File: src/rtl/edge_detect_multi.sv
// edge_detect_multi: multi-channel synchroniser, glitch filter and edge detector
// with sticky per-channel event flags and an OR-ed interrupt.
//
// Optional build macro: EDGE_DETECT_CNT_EN
//   When defined, adds output evt_cnt (8 bits per channel). Each channel's counter
//   increments on every mode-enabled edge and saturates at 255.
//   When undefined, the port and the counters are not built.

// ---------------------------------------------------------------------------
// Per-channel slice: sync chain, glitch filter, edge pulses, sticky flag.
// ---------------------------------------------------------------------------
module edge_detect_ch #(
  parameter int SYNC_STAGES = 2,
  parameter int FILT_W      = 4
) (
  input  logic              clk,
  input  logic              rst,
  input  logic              i_a,
  input  logic              i_warm,
  input  logic [1:0]        i_mode,
  input  logic [FILT_W-1:0] i_filt_len,
  input  logic              i_clr,
  output logic              o_rise,
  output logic              o_down,
  output logic              o_pend
`ifdef EDGE_DETECT_CNT_EN
  ,
  output logic [7:0]        o_cnt
`endif
);

  logic [SYNC_STAGES-1:0] r_sync;   // [0] samples the pin, [SYNC_STAGES-1] is sync_out
  logic                   r_lvl;    // filtered level
  logic [FILT_W-1:0]      r_cnt;    // consecutive cycles sync_out has disagreed with r_lvl
  logic                   w_so;
  logic                   w_so_nxt;
  logic                   w_fire;
  logic                   w_set;

  assign w_so     = r_sync[SYNC_STAGES-1];
  // Value sync_out takes after this edge; warm-up tracks it so the filtered
  // level already agrees with sync_out on the first live cycle.
  assign w_so_nxt = r_sync[SYNC_STAGES-2];

  // >= rather than == so that lowering filt_len mid-count fires at once.
  assign w_fire   = !i_warm && (w_so != r_lvl) && (r_cnt >= i_filt_len);
  // Mode bit 0 enables rising events, bit 1 enables falling events.
  assign w_set    = w_fire && (w_so ? i_mode[0] : i_mode[1]);

  // Synchroniser shift chain.
  always_ff @(posedge clk) begin
    if (rst) r_sync <= '0;
    else     r_sync <= {r_sync[SYNC_STAGES-2:0], i_a};
  end

  // Glitch filter and registered edge pulses (pulses are not gated by mode).
  always_ff @(posedge clk) begin
    if (rst) begin
      r_lvl  <= 1'b0;
      r_cnt  <= '0;
      o_rise <= 1'b0;
      o_down <= 1'b0;
    end else begin
      o_rise <= w_fire &  w_so;
      o_down <= w_fire & ~w_so;
      if (i_warm) begin
        r_lvl <= w_so_nxt;
        r_cnt <= '0;
      end else if (w_so == r_lvl) begin
        r_cnt <= '0;
      end else if (w_fire) begin
        r_lvl <= w_so;
        r_cnt <= '0;
      end else begin
        r_cnt <= r_cnt + FILT_W'(1);
      end
    end
  end

  // Sticky flag: a new event beats a coincident clear so nothing is lost.
  always_ff @(posedge clk) begin
    if (rst)        o_pend <= 1'b0;
    else if (w_set) o_pend <= 1'b1;
    else if (i_clr) o_pend <= 1'b0;
  end

`ifdef EDGE_DETECT_CNT_EN
  // Saturating event counter; clear with a coincident event leaves 1.
  always_ff @(posedge clk) begin
    if (rst)                        o_cnt <= 8'd0;
    else if (i_clr)                 o_cnt <= {7'd0, w_set};
    else if (w_set && o_cnt != 8'hFF) o_cnt <= o_cnt + 8'd1;
  end
`endif

endmodule

// ---------------------------------------------------------------------------
// Top: shared warm-up counter, array of channel slices, interrupt OR.
// ---------------------------------------------------------------------------
module edge_detect_multi #(
  parameter int CH          = 4,
  parameter int SYNC_STAGES = 2,
  parameter int FILT_W      = 4
) (
  input  logic              clk,
  input  logic              rst,
  input  logic [CH-1:0]     a,
  input  logic [2*CH-1:0]   mode,
  input  logic [FILT_W-1:0] filt_len,
  input  logic [CH-1:0]     evt_clr,
  output logic [CH-1:0]     rise,
  output logic [CH-1:0]     down,
  output logic [CH-1:0]     evt_pend,
  output logic              irq
`ifdef EDGE_DETECT_CNT_EN
  ,
  output logic [8*CH-1:0]   evt_cnt
`endif
);

  localparam int WW = $clog2(SYNC_STAGES + 1);

  logic [WW-1:0] r_warm;
  logic          w_warm;

  assign w_warm = (r_warm != '0);

  // Warm-up: after reset, let the sync chains fill before edges are reported.
  always_ff @(posedge clk) begin
    if (rst)         r_warm <= WW'(SYNC_STAGES);
    else if (w_warm) r_warm <= r_warm - WW'(1);
  end

  for (genvar g = 0; g < CH; g++) begin : g_ch
    edge_detect_ch #(
      .SYNC_STAGES (SYNC_STAGES),
      .FILT_W      (FILT_W)
    ) u_ch (
      .clk        (clk),
      .rst        (rst),
      .i_a        (a[g]),
      .i_warm     (w_warm),
      .i_mode     (mode[2*g +: 2]),
      .i_filt_len (filt_len),
      .i_clr      (evt_clr[g]),
      .o_rise     (rise[g]),
      .o_down     (down[g]),
      .o_pend     (evt_pend[g])
`ifdef EDGE_DETECT_CNT_EN
      ,
      .o_cnt      (evt_cnt[8*g +: 8])
`endif
    );
  end

  assign irq = |evt_pend;

endmodule

File: config.mk
export PLATFORM = sky130hd
export DESIGN_NAME = edge_detect_multi
export DESIGN_NICKNAME = d
export VERILOG_FILES = /design/src/rtl/edge_detect_multi.sv
export SDC_FILE = /design/constraint.sdc
export NUM_CORES = 1
export LEC_CHECK = 0
export CORE_ASPECT_RATIO = 0.6
export CORE_UTILIZATION = 55
export CTS_CLUSTER_DIAMETER = 80
export DETAILED_ROUTE_END_ITERATION = 6
export PLACE_DENSITY = 0.8
export SLEW_MARGIN = 20
export SYNTH_ARGS = -nofsm -noshare
export SYNTH_HDL_FRONTEND = slang
export SYNTH_HIERARCHICAL = 1
export SYNTH_SLANG_ARGS = --single-unit
File: constraint.sdc
create_clock -name clk -period 4.5 [get_ports clk]
set_input_delay 1.35 -clock clk [delete_from_list [all_inputs] [get_ports clk]]
set_output_delay 1.35 -clock clk [all_outputs]
set_load 0.005 [all_outputs]
---- Word level (Yosys, flattened, before mapping) ----
Cells that the tools add are included.
cells by class
  multiplexer cells ....................... 24
  bitwise logic cells ..................... 12
  order comparisons ....................... 4
  equality and inequality tests ........... 12
  add/sub/neg operators ................... 5
  reductions and logical operators ........ 31
operator list
  kind                                                                     count
  1-bit 2-to-1 mux                                                         24
  4-bit OR reduction                                                       5
  2-bit nonzero test                                                       9
  4-bit by 1-bit adder with 4-bit output, second input constant            4
  4-bit greater-or-equal comparator                                        4
  1-bit logical AND                                                        12
  1-bit bitwise AND                                                        8
  2-bit by 1-bit inequality test with 1-bit output, second input constant  4
  2-bit AND reduction                                                      4
  1-bit equality test                                                      4
  1-bit inequality test                                                    4
  1-bit inverter                                                           4
  2-bit by 1-bit subtractor with 2-bit output, second input constant       1
  1-bit logical NOT                                                        1
word-level totals
  word-level logic and storage cells ...... 113
  output and inout port bits .............. 13
  bits in registers ....................... 42
  input port bits ......................... 22

---- Longest topological paths before layout ----
  word-level depth ........................ 7
  gate-level depth with buffers ........... 6
  gate-level depth less buffers ........... 6

---- Cells and area by module ----
Netlist, hierarchy kept.
modules (own cells, without submodules)
  module             cells an instance  instances  sequential area each (um^2)  area an instance (um^2)
  edge_detect_ch     50                 4          200.2                        489.2
  edge_detect_multi  12                 1          40.0                         103.8

---- Worst setup path before layout ----
OpenSTA, ideal clock, no wires.
  kind .................................... input-to-reg
  from .................................... in filt_len[1]
  to ...................................... reg g_ch[0].u_ch.o_down
  data required time ...................... 4.382 ns
  arrival time ............................ 2.263 ns
  buffers on the path ..................... 0
  cell stages on the path ................. 5
  setup slack ............................. 2.119 ns
  library setup time ...................... 0.118 ns
  cells stage by stage .................... inv_1 ha_1 o211ai_1 o21ai_2 and4b_2
on the way
  longest elaborated chain between the ends .. 3
RTL lines
  what                               RTL line  RTL
  from (decl)                        110       input logic [FILT_W-1:0] filt_len,
  4-bit greater-or-equal comparator  46        assign w_fire = !i_warm && (w_so != r_lvl) && (r_cnt >= i_filt_len);
  1-bit logical AND                  46
  1-bit bitwise AND                  65        o_down <= w_fire & ~w_so;
  to (signal assigned)               65
  to (decl)                          24        output logic o_down,
Every way passes these cells.
A chain may end at the register's enable or synchronous reset.

---- Worst setup path after layout ----
  from .................................... reg g_ch[1].u_ch.o_pend
  to ...................................... out irq
on the way
  longest elaborated chain between the ends .. 1
RTL lines
  what                    RTL line  RTL
  from (decl)             25        output logic o_pend
  from (signal assigned)  82        if (rst) o_pend <= 1'b0;
  from (signal assigned)  83        else if (w_set) o_pend <= 1'b1;
  from (signal assigned)  84        else if (i_clr) o_pend <= 1'b0;
  4-bit OR reduction      157       assign irq = |evt_pend;
  to (decl)               115       output logic irq
Every way passes these cells.

==> results.md <==
* Status: finished, final reports clean
* Initial DRC count at 114
* Initial antenna violation count at 0
* Cells after DPL at 292
* Actual slew at the worst max-slew pin at 0.603 ns
* Die area at 4000 um^2
* Setup tns final at 0 ns
* Diode count at 0
* Routability Congestion at 0.864
* Commonest non-fill, non-tap cell in the layout: dfxtp_1
* Synth cell types at 26
* RSZ-0062 raised after global routing: false
* Sequential cell area fraction in the yosys report at 40.8%
* Final hold vios at 0
* Crit-path slowest cell: or4_1
* H-tree depth reported by CTS at 2
* # rows at 16
* Routed WL at 4330 um
* Net count, final at 297
* Vias/cell at 5.42
* XOR/XNOR Fraction of Synth Area at 5.53%
* WP data arrival at 1.60 ns
* Hold_buf cts at 0
* Min-Delay Path Class: reg -> reg
* Crit end category: output pin
* Final core area utilization at 75.2%
* Sink Count at 42
* Quantity of gates resized following cts at 0
* Final Cycle Share at 65.4%
* Max Root-Sink Buffers at 2
* CP required at 3.15 ns
* CTS root buf: clkbuf_8
* Synth Area in Adders at 12.8%
* Pin count of the biggest net entering global routing at 23
* Critical Path Start Type: flip-flop
* Vias in the first global route at 1569
* Simple-Gate Fraction of Synth Area at 22.0%
* Global-route wire length before repair at 7430 um
* Clock Skews at 0.00588 ns
* Clk slew on worst S/H paths at 0.08 ns
* Crit Path Class: reg -> out
* Worst-path fanout max at 3
* Total CTS buffers at 5
* Max-cap violations at 0
* CTS tree: done
* VDD IR max at 242 uV
* Cell Chain, Critical Path: or4_1 > clkdlybuf4s50_1
* Die height at 49.4 um
* Cell count after synthesis at 212
* Area delta synth->final at 24.2%
* Leak at 1.10 nW
* Worst-skew pair later-pin latency at 0.29 ns
* Mux share of post-synthesis cell area at 1.94%
* Slew margin rel. at 59.8%
* Largest family of logic cells by synthesized area: simple AND/OR/NAND/NOR gates
* Routed Antenna Nets at 0
* HPWL after DPL at 3290 um
* Post-Layout Cell Count at 300
* Total GRT Usage at 25.0%
* Hold WS at 0.463 ns
* Mapped cell area at 2060 um^2
* Compound-Gate Fraction of Synth Area at 12.0%
* CORE AREA at 3400 um^2
* Avg Cell Area, Syn at 9.72 um^2
* Min Tclk post-route at 2.95 ns
* Global route total overflow at 0
* Starting Density at 60.6%
* 1st-pass router iterations at 4
* Area after DPL at 2460 um^2
* Routed WL per cell at 14.4 um
* Layout cells sized above 1 at 11.4%
* Design area at 2560 um^2
* Port-buffer cells at 34
* Critical path buffers and inverters at 1
* Most frequent cells in the layout: dfxtp_1 (42), clkdlybuf4s50_1 (34), inv_1 (27)
* Power per cell area at 326 nW/um^2
* Setup repair bufs after CTS at 0
* Num ports at 35
* Die span in x at 81.0 um
* Peak Freq at 0.340 GHz
* Delay-heaviest family, CP: simple AND/OR/NAND/NOR gates
* Synth Net Count at 255
* Setup violators final at 0
* Yosys warning total at 6
* Via count at 1627
* Crit path largest cell delay at 0.51 ns
* Drt drc at 0
* Slew Viols, Final at 0
* #FFs+latches synth at 42
[area by class of cell]
type	count	area, um^2
timing repair buffer	35	348
sequential	42	841
clock inverter	2	12.5
fill	253	843
tap	45	56.3
multi-input combinational	143	1120
inverter	27	101
clock buffer	6	82.6
[synth_stat cells]
master	n	area (um^2)
nand3_1	4	20.0
nor2b_1	8	50.1
nor2_1	13	48.8
nand2_2	4	25.0
nor3_1	20	100
nor4_1	4	25.0
a21oi_1	4	20.0
o21ai_2	4	35.0
o211ai_1	4	30.0
o211a_1	4	40.0
mux2i_1	4	40.0
o31ai_2	4	50.1
nor3b_2	4	50.1
xor2_1	9	78.8
and4b_2	4	45.0
or4_1	1	7.51
inv_1	27	101
o21a_1	4	30.0
dfxtp_1	42	841
nor3b_1	4	30.0
ha_1	21	263
xnor2_1	4	35.0
nand2_1	4	15.0
nand2b_1	6	37.5
a21o_1	1	7.51
o311ai_0	4	35.0
[routing by layer]
| metal | track usage [%] | vias to the layer above | part of all wire [%] |
|---|---|---|---|
| met2 | 35.2 | 44 | 42 |
| met5 | 0 | - | 0 |
| met4 | 10.4 | 0 | 1.6 |
| met1 | 35.4 | 744 | 51 |
| met3 | 6.73 | 7 | 5.4 |
| li1 | - | 832 | - |
[report_power, final]
group,internal [mW],switching (mW),total [mW]
Combinational,0.0769,0.0905,0.167
Sequential,0.395,0.0200,0.415
Clock,0.123,0.129,0.252
Total,0.595,0.240,0.835
[metrics by stage]
stage               power (mW)  setup WS [ns]
global route             0.886           1.51
floorplan                0.535           2.12
CTS                      0.844           1.54
detailed placement       0.590           1.38
finish                   0.835           1.55
global placement         0.585           1.43
[state kept, by name (all words and copies together), names as in the netlist]
signal and cells:
g_ch.u_ch/r_sync 8, r_warm 2, g_ch.u_ch/r_cnt 16, g_ch.u_ch/r_lvl 4, g_ch.u_ch/o_rise 4, g_ch.u_ch/o_down 4, g_ch.u_ch/o_pend 4
[path summary, 6_finish.rpt]
path | start | end | slack, ns | depth (start not counted)
worst min-delay path | g_ch[2].u_ch/r_sync[0]$_SDFF_PP0_ | g_ch[2].u_ch/r_sync[1]$_SDFF_PP0_ | 0.46 | 1
worst max-delay path | g_ch[1].u_ch/o_pend$_SDFFE_PP0P_ | irq | 1.55 | 2
worst min register to register | g_ch[2].u_ch/r_sync[0]$_SDFF_PP0_ | g_ch[2].u_ch/r_sync[1]$_SDFF_PP0_ | 0.46 | 1
worst max register to register | r_warm[0]$_SDFFE_PP0P_ | g_ch[3].u_ch/o_pend$_SDFFE_PP0P_ | 2.89 | 6
[cell families (layout without fill, tap and decap cells)]
logic type               Yosys count  after routing
adder cells (fa/ha/maj)           21             21
XOR/XNOR                          13             13
flip-flops                        42             42
AO/OA/AOI/OAI                     29             29
buffers and inverters             27             70
multiplexers                       4              4
AND/OR/NAND/NOR                   76             76
No activity file was read; power rests on OpenSTA's default activity.
